<file path="src/rtl/fetch_sequencer_pkg.sv">
`default_nettype none
// ============================================================================
// Module      : fetch_sequencer_pkg
// Description : Shared fetch-stage types and field widths for IF/ID and decode.
// Revision    : 1.0 - initial release
// ============================================================================
package fetch_sequencer_pkg;

    localparam int INSTR_W      = 16;
    localparam int IMM_FLAG_BIT = 2;

    typedef enum logic [0:0] {
        S_INSTR = 1'b0,
        S_IMM   = 1'b1
    } fetch_state_e;

    function automatic logic has_imm_flag(input logic [INSTR_W-1:0] word, input int flag_bit);
        return word[flag_bit];
    endfunction

endpackage
`default_nettype wire

</file>
<file path="src/rtl/fetch_sequencer_pc_register.sv">
`default_nettype none
// ============================================================================
// Module      : fetch_sequencer_pc_register
// Description : Program counter with load / increment / hold select.
// Revision    : 1.0 - initial release
// ============================================================================
module fetch_sequencer_pc_register #(
    parameter int              PC_W     = 32,
    parameter logic [PC_W-1:0] RESET_PC = '0
) (
    input  logic            clk,
    input  logic            rst,
    input  logic            i_load,
    input  logic            i_inc,
    input  logic [PC_W-1:0] i_load_val,
    output logic [PC_W-1:0] o_pc
);

    localparam logic [PC_W-1:0] c_PC_ONE = {{(PC_W-1){1'b0}}, 1'b1};

    logic [PC_W-1:0] r_pc;

    // Load wins over increment; wrap past all-ones is plain modulo arithmetic.
    always_ff @(posedge clk or posedge rst) begin
        if (rst) begin
            r_pc <= RESET_PC;
        end else if (i_load) begin
            r_pc <= i_load_val;
        end else if (i_inc) begin
            r_pc <= r_pc + c_PC_ONE;
        end
    end

    assign o_pc = r_pc;

endmodule
`default_nettype wire

</file>
<file path="src/rtl/fetch_sequencer.sv">
`default_nettype none
// ============================================================================
// Module      : fetch_sequencer
// Description : Fetch front end assembling 16-bit or 32-bit fetch packets.
// Revision    : 1.0 - initial release
// ============================================================================
module fetch_sequencer
    import fetch_sequencer_pkg::*;
#(
    parameter int              PC_W     = 32,
    parameter logic [PC_W-1:0] RESET_PC = '0,
    parameter int              IMM_BIT  = IMM_FLAG_BIT
) (
    input  logic               clk,
    input  logic               rst,
    output logic [PC_W-1:0]    imem_addr,
    input  logic [INSTR_W-1:0] imem_data,
    input  logic               stall,
    input  logic               redirect,
    input  logic [PC_W-1:0]    redirect_pc,
    output logic               out_valid,
    output logic [INSTR_W-1:0] out_instr,
    output logic [INSTR_W-1:0] out_imm,
    output logic               out_has_imm,
    output logic [PC_W-1:0]    out_pc,
    output logic [PC_W-1:0]    out_pc_next
);

    localparam logic [PC_W-1:0] c_PC_ONE = {{(PC_W-1){1'b0}}, 1'b1};
    localparam logic [PC_W-1:0] c_PC_TWO = {{(PC_W-2){1'b0}}, 2'b10};

    fetch_state_e       r_state;
    fetch_state_e       w_state_next;
    logic [PC_W-1:0]    w_pc;
    logic               w_pc_inc;
    logic               w_imm_flag;

    logic [INSTR_W-1:0] r_hold_instr, w_hold_instr_next;
    logic [PC_W-1:0]    r_hold_pc, w_hold_pc_next;
    logic               r_valid, w_valid_next;
    logic [INSTR_W-1:0] r_instr, w_instr_next;
    logic [INSTR_W-1:0] r_imm, w_imm_next;
    logic               r_has_imm, w_has_imm_next;
    logic [PC_W-1:0]    r_pc_out, w_pc_out_next;
    logic [PC_W-1:0]    r_pc_next, w_pc_next_next;

    assign w_pc_inc   = !redirect && !stall;
    assign w_imm_flag = has_imm_flag(imem_data, IMM_BIT);

    fetch_sequencer_pc_register #(
        .PC_W     (PC_W),
        .RESET_PC (RESET_PC)
    ) u_pc_register (
        .clk        (clk),
        .rst        (rst),
        .i_load     (redirect),
        .i_inc      (w_pc_inc),
        .i_load_val (redirect_pc),
        .o_pc       (w_pc)
    );

    always_ff @(posedge clk or posedge rst) begin
        if (rst) begin
            r_state <= S_INSTR;
        end else begin
            r_state <= w_state_next;
        end
    end

    always_comb begin
        w_state_next = r_state;
        if (redirect) begin
            w_state_next = S_INSTR;
        end else if (!stall) begin
            if (r_state == S_INSTR) begin
                w_state_next = w_imm_flag ? S_IMM : S_INSTR;
            end else begin
                w_state_next = S_INSTR;
            end
        end
    end

    // Redirect only clears valid; the held half-instruction is dropped by the state return.
    always_comb begin
        w_valid_next      = r_valid;
        w_instr_next      = r_instr;
        w_imm_next        = r_imm;
        w_has_imm_next    = r_has_imm;
        w_pc_out_next     = r_pc_out;
        w_pc_next_next    = r_pc_next;
        w_hold_instr_next = r_hold_instr;
        w_hold_pc_next    = r_hold_pc;
        if (redirect) begin
            w_valid_next = 1'b0;
        end else if (!stall) begin
            if (r_state == S_INSTR) begin
                if (w_imm_flag) begin
                    w_hold_instr_next = imem_data;
                    w_hold_pc_next    = w_pc;
                    w_valid_next      = 1'b0;
                end else begin
                    w_valid_next   = 1'b1;
                    w_instr_next   = imem_data;
                    w_imm_next     = '0;
                    w_has_imm_next = 1'b0;
                    w_pc_out_next  = w_pc;
                    w_pc_next_next = w_pc + c_PC_ONE;
                end
            end else begin
                w_valid_next   = 1'b1;
                w_instr_next   = r_hold_instr;
                w_imm_next     = imem_data;
                w_has_imm_next = 1'b1;
                w_pc_out_next  = r_hold_pc;
                w_pc_next_next = r_hold_pc + c_PC_TWO;
            end
        end
    end

    always_ff @(posedge clk or posedge rst) begin
        if (rst) begin
            r_valid      <= 1'b0;
            r_instr      <= '0;
            r_imm        <= '0;
            r_has_imm    <= 1'b0;
            r_pc_out     <= '0;
            r_pc_next    <= '0;
            r_hold_instr <= '0;
            r_hold_pc    <= '0;
        end else begin
            r_valid      <= w_valid_next;
            r_instr      <= w_instr_next;
            r_imm        <= w_imm_next;
            r_has_imm    <= w_has_imm_next;
            r_pc_out     <= w_pc_out_next;
            r_pc_next    <= w_pc_next_next;
            r_hold_instr <= w_hold_instr_next;
            r_hold_pc    <= w_hold_pc_next;
        end
    end

    assign imem_addr   = w_pc;
    assign out_valid   = r_valid;
    assign out_instr   = r_instr;
    assign out_imm     = r_imm;
    assign out_has_imm = r_has_imm;
    assign out_pc      = r_pc_out;
    assign out_pc_next = r_pc_next;

endmodule
`default_nettype wire
</file>
<file path="config.mk">
export PLATFORM = sky130hd
export DESIGN_NAME = fetch_sequencer
export DESIGN_NICKNAME = d
export VERILOG_FILES = /design/src/rtl/fetch_sequencer_pkg.sv /design/src/rtl/fetch_sequencer_pc_register.sv /design/src/rtl/fetch_sequencer.sv
export SDC_FILE = /design/constraint.sdc
export NUM_CORES = 1
export LEC_CHECK = 0
export BUFFER_PORTS_ARGS = -buffer_cell sky130_fd_sc_hd__buf_2
export CAP_MARGIN = 15
export CORE_MARGIN = 10
export CORE_UTILIZATION = 25
export CTS_BUF_LIST = sky130_fd_sc_hd__clkbuf_8
export DETAILED_ROUTE_END_ITERATION = 10
export GPL_TIMING_DRIVEN = 0
export PLACE_DENSITY = 0.41
export SLEW_MARGIN = 10
export SYNTH_ARGS = -nofsm -noshare
export SYNTH_HDL_FRONTEND = slang
export SYNTH_SLANG_ARGS = --single-unit
</file>
<file path="constraint.sdc">
create_clock -name clk -period 6.05 [get_ports clk]
set_input_delay 0.605 -clock clk [delete_from_list [all_inputs] [get_ports clk]]
set_output_delay 0.605 -clock clk [all_outputs]
set_load 0.02 [all_outputs]
</file>
After elaboration in Yosys (flattened, before gate mapping)
Cells that the tools add are included.

Register bits after elaboration: 179. Input bits: 52. Output and inout port bits: 130. Logic and storage cells: 43.

Add/sub/neg operators: 2. Equal/unequal tests: 2. Muxes and demuxes: 20. Bitwise operators: 3. Reduce and logical (&&, ||, !) cells: 6.

Operator list (count): 2-to-1 mux 32 bit (6); 2-to-1 mux 16 bit (4); adder 32 x 1 -> 32 bit (second input constant) (1); adder 32 x 2 -> 32 bit (second input constant) (1); 2-to-1 mux 1 bit (10); != test 2 x 1 -> 1 bit (second input constant) (2); AND reduction 4 bit (1); inverter 1 bit (3); AND reduction 3 bit (1); logical NOT 1 bit (2); nonzero test 2 bit (1); logical AND 1 bit (1).

Depth between registers and ports, before layout
Gate-level depths: netlist of the first run.

Depth in word-level cells: 4. Mapped depth: 8. Gate-level depth less buffers: 6.

Cells and area by module
From an unflattened synthesis of the first run, not the netlist that was laid out.

Cell total of the unflattened synthesis: 898. Area, all modules: 9073.7 um^2.

By module, submodules not included: fetch_sequencer (times used 1, cells an instance 686, area each 7201.9 um^2); fetch_sequencer_pc_register (times used 1, cells an instance 212, area each 1871.8 um^2).

Worst setup path before layout of the first run
No wires, ideal clock.

Kind: reg-to-reg. From: reg u_pc_register.r_pc[0] (netlist: u_pc_register.o_pc[0]). To: reg r_pc_next[28] (netlist: out_pc_next[28]). Library setup time: 0.082 ns. Arrival: 2.054 ns. Data required time: 5.968 ns. Setup slack: 3.914 ns. Stages on the path, launching flop included: 8. Buffers on the path: 1. Period minus slack after synthesis: 2.136 ns. Path through: dfrtp_1 -> ha_1 -> and4_1 -> buf_2 -> nand4_2 -> or4_1 -> a21o_1 -> a31oi_1.

Cells in the longest elaborated chain, start to end: 3.

Ends and longest elaborated chain: from (decl) (line fetch_sequencer_pc_register.sv:21) `logic [PC_W-1:0] r_pc;`; from (signal assigned) (line fetch_sequencer_pc_register.sv:28) `r_pc <= i_load_val;`; from (signal assigned) (line fetch_sequencer_pc_register.sv:30) `r_pc <= r_pc + c_PC_ONE;`; adder 32 x 1 -> 32 bit (line fetch_sequencer.sv:107) `w_pc_next_next = w_pc + c_PC_ONE;`; 2-to-1 mux 32 bit (line fetch_sequencer.sv:97) `if (w_imm_flag) begin`; 2-to-1 mux 32 bit (line fetch_sequencer.sv:96) `if (r_state == S_INSTR) begin`; to (signal assigned) (line fetch_sequencer.sv:136) `r_pc_next <= w_pc_next_next;`; to (decl) (line fetch_sequencer.sv:45) `logic [PC_W-1:0] r_pc_next, w_pc_next_next;`.

Every way passes these cells. The select of a mux whose other input is x is not followed. A chain may end at the register's enable or synchronous reset.

Worst setup path in the final report of the first run
From: in redirect. To: reg r_pc_next[15] (netlist: out_pc_next[15]).

Cells in the longest elaborated chain, start to end: 2.

Ends and longest elaborated chain: from (decl) (line fetch_sequencer.sv:19) `input logic redirect,`; inverter 1 bit (no source line); AND reduction 3 bit (no source line).

Every way passes these cells.

==> metrics.csv, run 1 <==
metric,value,unit
RSZ-0062 raised after global routing,false,
post-synth top area share,49.3,%
Die Y,211,um
Post-CTS Repair Setup Buffers,0,
critical path data required time,6.43,ns
initial antenna violation count,3,
# IOs,182,
DRT iter0 DRCs,543,
Gate Count Post-Synth,920,
fin crit share,46.1,%
worst slew pin tran,1.21,ns
final setup TNS,0,ns
CTS sink count,179,
vias per inst,4.98,
status,"finished, final reports clean",
CP max FO,10,
CTS max path bufs,2,
setup violators final,0,
Fin. Hold Viols,0,
WL/cell,23.0,um
most frequent cell after synthesis,dfrtp_1,
HPWL after detailed placement,27.2,mm
Netlist cell types,54,
setup slack after layout,3.26,ns
CTS clock-pin slew for the worst setup and hold paths,0.11,ns
H-Tree Depth,4,
crit path DAT,3.17,ns
share of cells above drive strength 1,27.8,%
total die area,0.0443,mm2
Post-Syn Area,0.00908,mm2
# hold bufs at CTS,0,
"worst slack, placed",2.75,ns
Core Rows,69,
Pleak,4.62,nW
cts bufs inserted,17,
"top cells by area, synth","dfrtp_1, mux2_2, xnor2_1, a21oi_1, nand2_1",
CTS tree,done,
Hold Path Class,input pin to asynchronous set/reset pin,
first-pass GRT wire length,54.6,mm
register area share after synthesis,49.3,%
Max Fclk,359,MHz
Final Skew,0.0236,ns
number of max-cap violations,0,
top_reg_cell synth,dfrtp_1,
Peak VDD IR,0.148,mV
Vias,7942,
Final Util,30.8,%
Final nets,1174,
number of flops mapped to enable cells by yosys,0,
Yosys warnings,0,
Pwr per Cell Area,313,mW/mm2
Setup crit end kind,flop,
post-route minimum period,2.79,ns
Root Driver,clkbuf_8,
GR Overflow Total,0,
Die X,211,um
DR pass1 iterations,5,
Syn-to-layout area delta,21.3,%
Synth Area per Inst,9.87,um2
asr flop ratio synth,100,%
DRC violations left,0,
syn_nets,974,
worst skew pair latency,0.50,ns
Final Slew Violations,0,
DRT Wirelength,36.7,mm
leading area contributor after synthesis,dfrtp_1,
buffers added on ports,180,
Commonest cells post-synth,"dfrtp_1, nand2_1, nor2_1",
placer congestion estimate,0.838,
number of synthesized register bits,179,
core area,0.0357,mm2
crit start category,input pin,
total chip power,0.00344,W
final antenna-violating net count,0,
global-route usage over all layers,16.3,%
vias in the first global route,8106,
Starting Density,25.4,%
largest net degree at the start of global routing,106,
Crit Path Category,input pin to flop,
relative slew slack,18.8,%
Post-CTS Resized,0,
## worst paths after layout
path	slack [ns]	end	startpoint	depth (start not counted)
worst max-delay path	3.26	out_pc_next[15]	redirect	5
worst min-delay path	0.16	out_instr[4]	rst	2
worst max register to register	3.48	u_pc_register.o_pc[18]	u_pc_register.o_pc[0]	7
worst min register to register	0.48	r_hold_instr[2]	r_hold_instr[2]	1
max in group asynchronous	4.93	u_pc_register.o_pc[11]	rst	3
min in group clk	0.30	u_pc_register.o_pc[4]	redirect_pc[4]	3
## kinds of logic (layout without fill, tap and decap cells)
group / after synthesis / count (layout) / share of synthesized area (%)
other cells: 0 / 1 / 0
xor+xnor: 72 / 72 / 6.95
compound gates: 216 / 216 / 14.7
buf+inv: 95 / 308 / 4.63
simple gates: 300 / 300 / 17.3
fa+ha+maj: 2 / 2 / 0.276
mux: 56 / 56 / 6.82
flops: 179 / 179 / 49.3
## flip-flops by register name (all words and copies together), names as in the netlist
| signal | count |
|---|---|
| out_has_imm | 1 |
| r_hold_pc | 32 |
| r_state | 1 |
| u_pc_register.o_pc | 32 |
| out_pc | 32 |
| out_imm | 16 |
| out_instr | 16 |
| r_hold_instr | 16 |
| out_valid | 1 |
| out_pc_next | 32 |
## worst max-delay path, stage by stage
cell and delay, ns:
clkbuf_1 0.17, nor2_1 0.96, nand2_1 0.53, clkbuf_1 0.44, a221o_1 0.44
## cells in the final DEF, fill, tap and decap left out, types with 7 or more instances in the layout
cell type / synthesis / layout
xnor2_1: 53 / 53
clkbuf_8: 0 / 17
a21oi_1: 61 / 61
o31a_1: 7 / 7
clkbuf_1: 46 / 46
o21ai_0: 60 / 60
nand4_1: 18 / 18
nor2_1: 78 / 78
nor3_1: 15 / 15
nand2_1: 80 / 80
nand3_1: 24 / 24
inv_1: 8 / 7
dfrtp_1: 179 / 179
a22o_1: 16 / 16
nor4_1: 23 / 23
o22ai_1: 36 / 36
a22oi_1: 7 / 7
or3_1: 10 / 10
buf_2: 30 / 210
mux2i_1: 9 / 9
xor2_1: 19 / 19
and4_1: 11 / 11
mux2_2: 47 / 47
## power breakdown
part	internal, W	switching (W)
combinational	0.000347	0.000595
sequential	0.00141	0.000182
clock	0.000355	0.000552
## layout make-up
type,instances,area (um2)
plain buffers,86,387
clock inverters,15,185
repair buffers,181,928
flip-flops and latches,179,4480
multi-input cells,646,4180
well taps,461,577
fillers,3899,24700
diodes,1,2.50
inverters,9,41.3
clock buffers,17,234
## layer usage
metal | up-vias | part of all wire, % | GRT usage, %
li1 | 3708 | - | -
met1 | 4009 | 47 | 22.0
met2 | 205 | 46 | 25.7
met3 | 20 | 5.6 | 4.04
met4 | 0 | 1.3 | 3.80
met5 | - | 0 | 0
## per-stage QoR
step,hold WS (ns),area [um2],instances
finish,0.158,11000,1595
global route,0.184,11000,1594
floorplan,0.441,9080,920
CTS,0.169,11000,1594
detailed placement,0.460,10600,1562
global placement,0.453,10600,1561
Power figures use the tool's default switching activity.
==> inputs of run 2 (changes only) <==
- clock period: 6.05 -> 2.6 ns (I/O delays scaled with it)
==> metrics.csv, run 2 (synthesis results as in run 1) <==
metric,value,unit,change
multi-input logic area,0.00420,mm2,was 0.00418 mm2
Final Util,32.2,%,was 30.8%
RSZ-0062 raised after global routing,false,,unchanged
Final nets,1219,,was 1174
worst skew pair latency,0.51,ns,was 0.50 ns
final antenna-violating net count,0,,unchanged
Post-CTS Repair Setup Buffers,0,,unchanged
GR Overflow Total,0,,unchanged
largest net degree at the start of global routing,33,,was 106
setup slack after layout,0.0977,ns,was 3.26 ns
global-route usage over all layers,16.7,%,was 16.3%
hold path depth,2,,
fill count,3874,,was 3899
post-route minimum period,2.50,ns,
CP max FO,10,,unchanged
H-Tree Depth,4,,unchanged
setup violators final,0,,unchanged
WL/cell,22.6,um,was 23.0 um
crit start category,input pin,,unchanged
Syn-to-layout area delta,26.7,%,was 21.3%
CTS max path bufs,2,,unchanged
CTS sink count,179,,unchanged
crit path DAT,2.88,ns,was 3.17 ns
Hold Path Class,input pin to flop,,was input pin to asynchronous set/reset pin
Core Rows,69,,unchanged
"commonest non-fill, non-tap cell in the layout",buf_2,,unchanged
Fin. Hold Viols,0,,unchanged
CTS tree,done,,unchanged
fin crit share,96.2,%,
DRT Wirelength,37.1,mm,was 36.7 mm
total die area,0.0443,mm2,unchanged
RR Startpoint,u_pc_register.o_pc[1],,was u_pc_register.o_pc[0]
status,"finished, final reports clean",,unchanged
critical path data required time,2.98,ns,was 6.43 ns
vias in the first global route,8322,,was 8106
FF-to-FF path depth,7,,unchanged
DRT iter0 DRCs,596,,was 543
CTS clock-pin slew for the worst setup and hold paths,0.10,ns,was 0.11 ns
"Design Area, Final",0.0115,mm2,was 0.0110 mm2
Final Skew,0.0257,ns,was 0.0236 ns
first-pass GRT wire length,55.8,mm,was 54.6 mm
placer congestion estimate,0.814,,was 0.838
Vias,8130,,was 7942
number of max-cap violations,0,,unchanged
beginning of the critical path,redirect,,unchanged
Die Y,211,um,unchanged
HP Start,imem_data[13],,
Die X,211,um,unchanged
cts bufs inserted,17,,unchanged
dpl cells,1567,,was 1562
Pwr per Cell Area,693,mW/mm2,was 313 mW/mm2
Final Slew Violations,0,,unchanged
Starting Density,25.4,%,unchanged
worst slew pin tran,1.27,ns,was 1.21 ns
DRC violations left,0,,unchanged
Max Fclk,400,MHz,
"commonest non-fill, non-tap cells in the layout","buf_2, dfrtp_1, nand2_1",,unchanged
buffers added on ports,180,,unchanged
vias per inst,4.96,,was 4.98
Peak VDD IR,0.324,mV,was 0.148 mV
HPWL after detailed placement,27.8,mm,was 27.2 mm
relative slew slack,15.4,%,was 18.8%
initial antenna violation count,1,,was 3
"worst slack, placed",-0.510,ns,was 2.75 ns
Area after DPL,0.0107,mm2,was 0.0106 mm2
DR pass1 iterations,5,,unchanged
Reg area,0.00448,mm2,about the same
share of cells above drive strength 1,27.6,%,was 27.8%
Crit Path Category,input pin to flop,,unchanged
core area,0.0357,mm2,unchanged
Non-Filler Instances,1640,,was 1595
Pleak,4.81,nW,was 4.62 nW
# IOs,182,,unchanged
Root Driver,clkbuf_8,,unchanged
Setup crit end kind,flop,,unchanged
## run 2: critical path, cell delays in order
cell      delay, ns
clkbuf_1       0.17
nor2_1         1.00
nand2_1        0.53
clkbuf_1       0.46
a221o_1        0.45
## run 2: path summary, 6_finish.rpt
check	to	slack [ns]
min in group asynchronous	out_imm[4]	0.29
max	out_pc_next[16]	0.1
max in group asynchronous	u_pc_register.o_pc[14]	1.57
max reg2reg	out_pc_next[28]	0.20
min reg2reg	r_hold_instr[2]	0.48
min	out_imm[13]	0.03
## run 2: through the flow
| step | TNS, ns | total power (W) | hold WS (ns) |
|---|---|---|---|
| after floorplan | 0 | 0.00507 | 0.377 |
| after global placement | -275.13 | 0.00599 | 0.453 |
| after detailed placement | -12.97 | 0.00603 | 0.268 |
| after CTS | 0 | 0.00808 | 0.000108 |
| after global routing | 0 | 0.00846 | 0.000216 |
| final | 0 | 0.00797 | 0.0271 |
## run 2: repair_timing
item,4_1_cts,5_1_grt
endpoints found under the setup margin,5,37
hold endpoints to repair,55,0
resized for setup,1,6
hold buffers,41,0
## run 2: final cells by class
cell class              count  share of cell area (%)
diodes                      1                  0.0218
plain buffers              85                    3.36
clock buffers              18                    2.15
clock inverters            14                    1.19
inverters                   9                   0.326
multi-input cells         646                    36.5
flip-flops and latches    179                    39.0
well taps                 461                    5.02
repair buffers            227                    12.4
## run 2: where the power goes
part,switching [W],internal (W),total (W)
clock network,0.00125,0.000735,0.00198
registers,0.000428,0.00329,0.00372
logic,0.00140,0.000863,0.00227
## run 2: routing by layer
layer / part of all wire, % / global-route usage (%) / vias to the layer above
met1: 46 / 22.4 / 4049
li1: - / - / 3803
met3: 6.0 / 3.87 / 35
met5: 0 / 0 / -
met4: 2.1 / 4.85 / 0
met2: 46 / 26.4 / 243
